**src/rtl/alarm_pkg.sv**
```systemverilog
// Shared definitions for the alarm clock front-panel controller.
//   state_e    : controller states
//   MODE_*     : encoding of the mode bus driven to the time counter
//   HR_MAX/MIN_MAX : wrap points for alarm hour/minute editing
//   wrap_inc() : 6-bit increment that wraps to zero past a maximum
package alarm_pkg;

  typedef enum logic [2:0] {
    ST_RUN,
    ST_SET_TIME,
    ST_SET_ALARM,
    ST_RING,
    ST_SNOOZE
  } state_e;

  localparam logic [1:0] MODE_RUN       = 2'b00;
  localparam logic [1:0] MODE_SET_TIME  = 2'b01;
  localparam logic [1:0] MODE_SET_ALARM = 2'b10;
  localparam logic [1:0] MODE_RING      = 2'b11;

  localparam logic [5:0] HR_MAX  = 6'd23;
  localparam logic [5:0] MIN_MAX = 6'd59;

  function automatic logic [5:0] wrap_inc(input logic [5:0] v, input logic [5:0] max_v);
    return (v >= max_v) ? 6'd0 : v + 6'd1;
  endfunction

endpackage

```
**src/rtl/alarm_mode_ctrl_sec_countdown.sv**
```systemverilog
// Second countdown shared by ring and snooze timing.
//   clk, rst_n : clock, async active-low reset (count clears to 0)
//   load       : load load_val (has priority over dec)
//   load_val   : value to load
//   dec        : decrement by one; saturates at zero
//   count      : current count
//   zero       : count == 0
module sec_countdown #(
  parameter int CNT_W = 9
) (
  input  logic             clk,
  input  logic             rst_n,
  input  logic             load,
  input  logic [CNT_W-1:0] load_val,
  input  logic             dec,
  output logic [CNT_W-1:0] count,
  output logic             zero
);

  logic [CNT_W-1:0] cnt_d, cnt_q;

  always_comb begin
    cnt_d = cnt_q;
    if (load) begin
      cnt_d = load_val;
    end else if (dec && (cnt_q != '0)) begin
      cnt_d = cnt_q - CNT_W'(1);
    end
  end

  always_ff @(posedge clk or negedge rst_n) begin
    if (!rst_n) begin
      cnt_q <= '0;
    end else begin
      cnt_q <= cnt_d;
    end
  end

  assign count = cnt_q;
  assign zero  = (cnt_q == '0);

endmodule

```
**src/rtl/alarm_mode_ctrl.sv**
```systemverilog
// Front-panel controller for the 1 Hz time-of-day counter: mode cycling,
// set-time increment requests, alarm storage/matching, ring and snooze.
//   clk, rst_n        : system clock, async active-low reset
//   tick_1hz          : one-cycle second strobe (time counter update edge)
//   btn_mode/hr/min/snz : one-cycle debounced presses
//   cur_h/m/s         : current time from the time counter
//   mode              : 00 RUN/SNOOZE, 01 SET_TIME, 10 SET_ALARM, 11 RING
//   time_set          : high in SET_TIME
//   inc_hr/inc_min    : pending increment requests to the time counter
//   alm_h/alm_m/alm_en: stored alarm time and arm flag
//   buzzer/snoozing   : high in RING / SNOOZE
// Handshake: inc_hr/inc_min act as valid, tick_1hz as the consumer's ready;
// a request is retired on the cycle after it was seen together with a tick.
// All outputs come straight from flops.
module alarm_mode_ctrl
  import alarm_pkg::*;
#(
  parameter int SNOOZE_SEC = 300,
  parameter int RING_SEC   = 60,
  parameter int ALM_H_RST  = 7,
  parameter int ALM_M_RST  = 0,
  parameter int CNT_W      = 9
) (
  input  logic       clk,
  input  logic       rst_n,
  input  logic       tick_1hz,
  input  logic       btn_mode,
  input  logic       btn_hr,
  input  logic       btn_min,
  input  logic       btn_snz,
  input  logic [5:0] cur_h,
  input  logic [5:0] cur_m,
  input  logic [5:0] cur_s,
  output logic [1:0] mode,
  output logic       time_set,
  output logic       inc_hr,
  output logic       inc_min,
  output logic [5:0] alm_h,
  output logic [5:0] alm_m,
  output logic       alm_en,
  output logic       buzzer,
  output logic       snoozing
);

  state_e state_d, state_q;

  logic [1:0] mode_d, mode_q;
  logic       time_set_d, time_set_q;
  logic       buzzer_d, buzzer_q;
  logic       snoozing_d, snoozing_q;
  logic       inc_hr_d, inc_hr_q;
  logic       inc_min_d, inc_min_q;
  logic [5:0] alm_h_d, alm_h_q;
  logic [5:0] alm_m_d, alm_m_q;
  logic       alm_en_d, alm_en_q;

  logic             cnt_load;
  logic [CNT_W-1:0] cnt_load_val;
  logic             cnt_dec;
  logic [CNT_W-1:0] cnt_count;
  logic             cnt_zero;
  logic             cnt_expire;
  logic             alarm_match;

  sec_countdown #(.CNT_W(CNT_W)) u_cnt (
    .clk      (clk),
    .rst_n    (rst_n),
    .load     (cnt_load),
    .load_val (cnt_load_val),
    .dec      (cnt_dec),
    .count    (cnt_count),
    .zero     (cnt_zero)
  );

  // Alarm fires only on the tick that lands on second 0 of the alarm minute.
  assign alarm_match = tick_1hz && alm_en_q && (cur_h == alm_h_q) &&
                       (cur_m == alm_m_q) && (cur_s == 6'd0);

  // The count reaches zero on this tick (a stuck zero also counts as expired).
  assign cnt_expire = tick_1hz && (cnt_zero || (cnt_count == CNT_W'(1)));

  assign cnt_dec = tick_1hz && ((state_q == ST_RING) || (state_q == ST_SNOOZE));

  // State register
  always_ff @(posedge clk or negedge rst_n) begin
    if (!rst_n) begin
      state_q <= ST_RUN;
    end else begin
      state_q <= state_d;
    end
  end

  // Next-state logic; btn_mode always takes precedence.
  always_comb begin
    state_d      = state_q;
    cnt_load     = 1'b0;
    cnt_load_val = '0;
    case (state_q)
      ST_RUN: begin
        if (btn_mode) begin
          state_d = ST_SET_TIME;
        end else if (alarm_match) begin
          state_d      = ST_RING;
          cnt_load     = 1'b1;
          cnt_load_val = CNT_W'(RING_SEC);
        end
      end
      ST_SET_TIME: begin
        if (btn_mode) state_d = ST_SET_ALARM;
      end
      ST_SET_ALARM: begin
        if (btn_mode) state_d = ST_RUN;
      end
      ST_RING: begin
        if (btn_mode) begin
          state_d = ST_RUN;
        end else if (btn_snz) begin
          state_d      = ST_SNOOZE;
          cnt_load     = 1'b1;
          cnt_load_val = CNT_W'(SNOOZE_SEC);
        end else if (cnt_expire) begin
          state_d = ST_RUN;
        end
      end
      ST_SNOOZE: begin
        if (btn_mode) begin
          state_d = ST_RUN;
        end else if (cnt_expire) begin
          state_d      = ST_RING;
          cnt_load     = 1'b1;
          cnt_load_val = CNT_W'(RING_SEC);
        end
      end
      default: state_d = ST_RUN;
    endcase
  end

  // Output decode from the next state so the flopped outputs track state_q.
  always_comb begin
    mode_d     = MODE_RUN;
    time_set_d = 1'b0;
    buzzer_d   = 1'b0;
    snoozing_d = 1'b0;
    case (state_d)
      ST_SET_TIME:  begin mode_d = MODE_SET_TIME;  time_set_d = 1'b1; end
      ST_SET_ALARM: begin mode_d = MODE_SET_ALARM; end
      ST_RING:      begin mode_d = MODE_RING;      buzzer_d   = 1'b1; end
      ST_SNOOZE:    begin mode_d = MODE_RUN;       snoozing_d = 1'b1; end
      default:      begin mode_d = MODE_RUN; end
    endcase
  end

  // Increment requests and alarm storage. A pending request ignores further
  // presses and is retired by the next tick, even after leaving SET_TIME.
  always_comb begin
    inc_hr_d  = inc_hr_q  ? !tick_1hz : (btn_hr  && (state_q == ST_SET_TIME));
    inc_min_d = inc_min_q ? !tick_1hz : (btn_min && (state_q == ST_SET_TIME));
    alm_h_d   = alm_h_q;
    alm_m_d   = alm_m_q;
    alm_en_d  = alm_en_q;
    if (state_q == ST_SET_ALARM) begin
      if (btn_hr)  alm_h_d  = wrap_inc(alm_h_q, HR_MAX);
      if (btn_min) alm_m_d  = wrap_inc(alm_m_q, MIN_MAX);
      if (btn_snz) alm_en_d = !alm_en_q;
    end
  end

  always_ff @(posedge clk or negedge rst_n) begin
    if (!rst_n) begin
      mode_q     <= MODE_RUN;
      time_set_q <= 1'b0;
      buzzer_q   <= 1'b0;
      snoozing_q <= 1'b0;
      inc_hr_q   <= 1'b0;
      inc_min_q  <= 1'b0;
      alm_h_q    <= 6'(ALM_H_RST);
      alm_m_q    <= 6'(ALM_M_RST);
      alm_en_q   <= 1'b0;
    end else begin
      mode_q     <= mode_d;
      time_set_q <= time_set_d;
      buzzer_q   <= buzzer_d;
      snoozing_q <= snoozing_d;
      inc_hr_q   <= inc_hr_d;
      inc_min_q  <= inc_min_d;
      alm_h_q    <= alm_h_d;
      alm_m_q    <= alm_m_d;
      alm_en_q   <= alm_en_d;
    end
  end

  assign mode     = mode_q;
  assign time_set = time_set_q;
  assign inc_hr   = inc_hr_q;
  assign inc_min  = inc_min_q;
  assign alm_h    = alm_h_q;
  assign alm_m    = alm_m_q;
  assign alm_en   = alm_en_q;
  assign buzzer   = buzzer_q;
  assign snoozing = snoozing_q;

endmodule

```
**config.mk**
```make
export PLATFORM = sky130hd
export DESIGN_NAME = alarm_mode_ctrl
export DESIGN_NICKNAME = d
export VERILOG_FILES = /design/src/rtl/alarm_pkg.sv /design/src/rtl/alarm_mode_ctrl_sec_countdown.sv /design/src/rtl/alarm_mode_ctrl.sv
export SDC_FILE = /design/constraint.sdc
export NUM_CORES = 1
export LEC_CHECK = 0
export ABC_AREA = 1
export CORE_MARGIN = 5
export CORE_UTILIZATION = 45
export DETAILED_ROUTE_END_ITERATION = 7
export HOLD_SLACK_MARGIN = 0.12
export PLACE_DENSITY_LB_ADDON = 0.1
export SKIP_CTS_REPAIR_TIMING = 1
export SLEW_MARGIN = 20
export SYNTH_ARGS = -nofsm -noshare
export SYNTH_HDL_FRONTEND = slang
export SYNTH_SLANG_ARGS = --single-unit
```
**constraint.sdc**
```tcl
create_clock -name clk -period 2.1 [get_ports clk]
set_clock_uncertainty 0.1 [all_clocks]
set_input_delay 0.42 -clock clk [delete_from_list [all_inputs] [get_ports clk]]
set_output_delay 0.42 -clock clk [all_outputs]
set_load 0.01 [all_outputs]
```
# After elaboration in Yosys (flattened, before gate mapping)
# Index checks and enable logic that the tools add are counted.
# op_classes
eq_ne	11
n_lt_le_gt_ge	2
addsub	3
muxes	34
n_reduce_logical	21
# ops
op	count
6-bit two-way mux	6
9-bit two-way mux	4
3-bit two-way mux	9
9-bit one-hot mux with 3 select lines	1
3-bit one-hot mux with 5 select lines	1
6-bit by 1-bit adder with 6-bit output (second input constant)	2
3-bit by 2-bit == test with 1-bit output (second input constant)	4
6-bit == test	2
1-bit two-way mux	11
9-bit by 1-bit == test with 1-bit output (second input constant)	1
1-bit logical AND	9
9-bit zero test	1
9-bit nonzero test	1
9-bit by 1-bit subtractor with 9-bit output (second input constant)	1
3-bit by 1-bit == test with 1-bit output (second input constant)	2
3-bit == test (second input constant)	2
6-bit by 5-bit >= comparator with 1-bit output (second input constant)	1
6-bit >= comparator (second input constant)	1
6-bit zero test	1
2-bit one-hot mux with 3 select lines	1
2-bit AND reduction	3
3-bit zero test	1
1-bit one-hot mux with 3 select lines	1
1-bit zero test	2
other kinds (2)	3
# word_totals
wordCells	82
register_bits	32
out_inout_bits	20

# Depth between registers and ports, before layout
# logic_depth
ltp_word	9
ltp_mapped	12
ltp_nobuf	12

# Hierarchy
# A second synthesis with hierarchy kept.
# hier_totals
hier_cells	313
area_unflattened_um2	2104.5
# modules_own_cells
module	instances	cells_each	area_each_um2
alarm_mode_ctrl	1	214	1445.1
sec_countdown	1	99	659.4

# Worst setup path after synthesis
# No wires, ideal clock.
# synth_timing
path_type	reg-to-reg
from	register alm_h_q[1] (netlist: alm_h[1])
to	register u_cnt.cnt_q[4] (netlist: u_cnt.count[4])
setup_ps	118
path_buffers	0
path_stages_with_launch	12
path_slack_ps	510
arrival_ps	1372
cell_sequence	dfstp_2 -> inv_1 -> nand2_1 -> nand2_1 -> nor2_1 -> nand2_1 -> nor2_1 -> nand3_2 -> inv_2 -> nor2_4 -> nand3_1 -> nand2_1
# synth_between
elab_chain_len	8
# synth_lines
element	line_no	rtl
start, declared	alarm_mode_ctrl.sv:53	logic [5:0] alm_h_d, alm_h_q;
start signal, assigned	alarm_mode_ctrl.sv:176	alm_h_q <= 6'(ALM_H_RST);
start signal, assigned	alarm_mode_ctrl.sv:186	alm_h_q <= alm_h_d;
6-bit == test (*)	alarm_mode_ctrl.sv:76	assign alarm_match = tick_1hz && alm_en_q && (cur_h == alm_h_q) &&
1-bit logical AND (*) (2 in a row)	alarm_mode_ctrl.sv:76	
1-bit logical AND (*)	alarm_mode_ctrl.sv:77	(cur_m == alm_m_q) && (cur_s == 6'd0);
6-bit two-way mux / 1-bit two-way mux (equally long branches)	alarm_mode_ctrl.sv:102	end else if (alarm_match) begin
6-bit two-way mux / 1-bit two-way mux (equally long branches)	alarm_mode_ctrl.sv:100	if (btn_mode) begin
9-bit one-hot mux with 3 select lines / 1-bit one-hot mux with 3 select lines (equally long branches)	alarm_mode_ctrl.sv:98	case (state_q)
9-bit two-way mux / 2-bit nonzero test (equally long branches)	--	
end signal, assigned	alarm_mode_ctrl_sec_countdown.sv:35	cnt_q <= cnt_d;
end, declared	alarm_mode_ctrl_sec_countdown.sv:20	logic [CNT_W-1:0] cnt_d, cnt_q;
# Every way passes the cells marked *; elsewhere a longest branch is shown, timed or not.
# A chain may end at the register's enable or synchronous reset.

# Worst setup path after layout
# layout_timing
from	register alm_h_q[2] (netlist: alm_h[2])
to	output port alm_h[2]
# layout_lines
element	line_no	rtl
end, declared	alarm_mode_ctrl.sv:38	output logic [5:0] alm_h,
# No word-level cell between the ends.

==> results.sh <==
export IMPL_post_route_drc_count=0
export IMPL_syn_area_um2=1972
export IMPL_dr_pass1_iters=4
export IMPL_layout_commonest_cell="nand2_1"
export IMPL_yosysSeqAreaShare_pct=40.80
export IMPL_clk_pin_slew_worst_paths_ns=0.07
export IMPL_die_area_um2=5806
export IMPL_cap_viol_max_count=0
export IMPL_finalCritPeriodShare_pct=90.89
export IMPL_cp_end_kind="primary output"
export IMPL_leakage_uw=0.001341
export IMPL_cts_sinks=32
export IMPL_rsz0062_at_grt="no"
export IMPL_track_usage_pct=16.01
export IMPL_overflow=0
export IMPL_crit_slowest_cell="dfstp_2"
export IMPL_syn_to_final_growth_pct=32.68
export IMPL_post_drt_wl_per_cell_um=11.51
export IMPL_r2r_end="u_cnt.count[3]$_DFFE_PN0P_"
export IMPL_seq_area_um2=804.5
export IMPL_cts_max_level=2
export IMPL_cts_tree="yes"
export IMPL_clockBufferDepth=2
export IMPL_fmax_ghz=0.5239
export IMPL_portBuffers=44
export IMPL_endpoint="alm_h[2]"
export IMPL_nFillCells=410
export IMPL_syn_area_per_cell_um2=7.093
export IMPL_critPathArrivalTime_ns=1.39
export IMPL_pin_count=45
export IMPL_place_inst=380
export IMPL_setup_viol=0
export IMPL_netlist_area_leader_share_pct=36.80
export IMPL_crit_path_max_incr_delay_ns=0.57
export IMPL_crit_chain="clkdlybuf4s50_1"
export IMPL_routed_via_density=4.763
export IMPL_ff2ff_path_depth=12
export IMPL_routabilityCongestion=0.8565
export IMPL_stdcell_count=388
export IMPL_cp_depth=1
export IMPL_hold_viol=0
export IMPL_rr_startpoint="u_cnt.count[0]$_DFFE_PN0P_"
export IMPL_cts_root_buf="clkbuf_8"
export IMPL_cp_start_kind="flip-flop"
export IMPL_critical_path_class="reg -> out"
export IMPL_worst_pin_slew_ns=0.4802
export IMPL_fin_util_pct=60.93
export IMPL_numCtsBuffers=5
export IMPL_finalWirelength_um=4467
export IMPL_ys_ff_latch=32
export IMPL_grt_pass1_wl_um=7790
export IMPL_hpwl_um=3541
export IMPL_diodes=0
export IMPL_num_rows=24
export IMPL_core_area_um2=4294
export IMPL_outcome="finished, final reports clean"
export IMPL_fp_dieW_um=76.20
export IMPL_antenna_found_initial=0
export IMPL_detail_route_antenna_nets=0
export IMPL_die_h_um=76.20
export IMPL_crit_start="alm_h[2]$_DFFE_PN1P_"
export IMPL_cp_buffers_inverters=1
export IMPL_rrSetupSlack_ns=0.32
export IMPL_synth_area_leader_cell="dfrtp_1"
export IMPL_fin_crit_ns=1.909
export IMPL_drv_slew=0
export IMPL_nNetsFinal=365
export IMPL_yosys_warnings=0
export IMPL_num_vias=1848
export IMPL_clk_latency_ns=0.28
export IMPL_crit_required_ns=1.58
export IMPL_synth_cell_type_count=26
export IMPL_syn_nets=308
export IMPL_cp_max_fo=5
export IMPL_synth_cells=278
export IMPL_slew_headroom_pct=67.74
export IMPL_synth_top_cells_by_area="dfrtp_1 37%, nand2_1 17%, inv_1 8.2%"
export IMPL_multi_input_area_um2=987.2
export IMPL_drt_iter0_drc=73
export IMPL_final_cell_mix="87 x nand2_1, 44 x clkdlybuf4s50_1, 43 x inv_1, 33 x nor2_1, 29 x dfrtp_1"
export IMPL_cp_top_family="flip-flops"
export IMPL_min_path_type="reg -> reg"
export IMPL_grt_pass1_vias=1783
export IMPL_power_density_nw_per_um2=1081
export IMPL_grt_max_degree=33
export IMPL_vdd_drop_max_mv=0.5669
export IMPL_drive_gt1_share_pct=10.42
export IMPL_start_util_pct=45.92
## per-stage QoR
stage	total power, uW	hold slack, ns	TNS (ns)	setup slack, ns	cell area (um2)
floorplan	1805	0.02441	0	0.5099	1972
global placement	2336	0.3841	-0.1396	-0.03167	2522
detailed placement	2353	0.3891	-0.4683	-0.07051	2522
CTS	2855	0.3984	0	0.1805	2616
global route	3089	0.4448	0	0.1190	2616
finish	2829	0.3921	0	0.1914	2616
## how the worst min path moves through the flow
stage | start | endpoint | slack (ns) | cells after the start
CTS | inc_hr$_DFF_PN0_ | inc_hr$_DFF_PN0_ | 0.40 | 1
global placement | inc_hr$_DFF_PN0_ | inc_hr$_DFF_PN0_ | 0.38 | 1
finish | inc_hr$_DFF_PN0_ | inc_hr$_DFF_PN0_ | 0.39 | 1
global route | inc_min$_DFF_PN0_ | inc_min$_DFF_PN0_ | 0.44 | 1
floorplan | rst_n | alm_en$_DFFE_PN0P_ | 0.02 | 0
detailed placement | inc_hr$_DFF_PN0_ | inc_hr$_DFF_PN0_ | 0.39 | 1
## routing by layer
metal / share of wire, % / global-route usage [%] / vias to the layer above
li1: - / - / 982
met1: 47 / 21.14 / 818
met2: 46 / 25.00 / 44
met3: 5.5 / 5.437 / 4
met4: 0.92 / 4.371 / 0
met5: 0 / 0 / -
## flip-flops by register name, summed over array words and instances (netlist names)
signal and cells:
time_set 1, snoozing 1, alm_h 6, inc_hr 1
buzzer 1, state_q 3, alm_en 1, mode 2
u_cnt.count 9, inc_min 1, alm_m 6
## cell type report
cell class                      count  share of cell area [%]
Clock buffer                        7                   3.300
Sequential cell                    32                   30.75
Inverter                           48                   6.887
Clock inverter                      1                  0.2869
Tap cell                           52                   2.487
Multi-Input combinational cell    198                   37.73
Timing Repair Buffer               50                   18.56
## Yosys cell counts
master,instances
nand4_1,6
nor3_1,4
dfstp_2,3
or2_0,2
nand4_2,1
inv_1,43
nor3_2,1
xor2_1,7
xnor2_1,1
nor2_4,2
nand2_2,2
a211oi_1,1
nor2b_4,1
nor2_2,1
ha_1,5
nor2_1,33
o21ai_0,9
or2_2,1
nand3_2,5
o22ai_1,2
o21ai_1,2
a21oi_1,8
dfrtp_1,29
inv_2,5
nand3_1,17
nand2_1,87
## kinds of logic after synthesis
group / synth area share (%)
compound gates: 5.838
xor+xnor: 3.553
fa+ha+maj: 3.173
buf+inv: 9.137
flops: 40.80
simple gates: 37.50
## power by group
| part | switching, uW | total [uW] | leakage (uW) | internal, uW |
|---|---|---|---|---|
| logic | 673 | 1260 | 0.000902 | 592 |
| registers | 213 | 1070 | 0.000395 | 858 |
| clock network | 227 | 493 | 0.0000445 | 266 |
No activity file was read; power rests on OpenSTA's default activity.
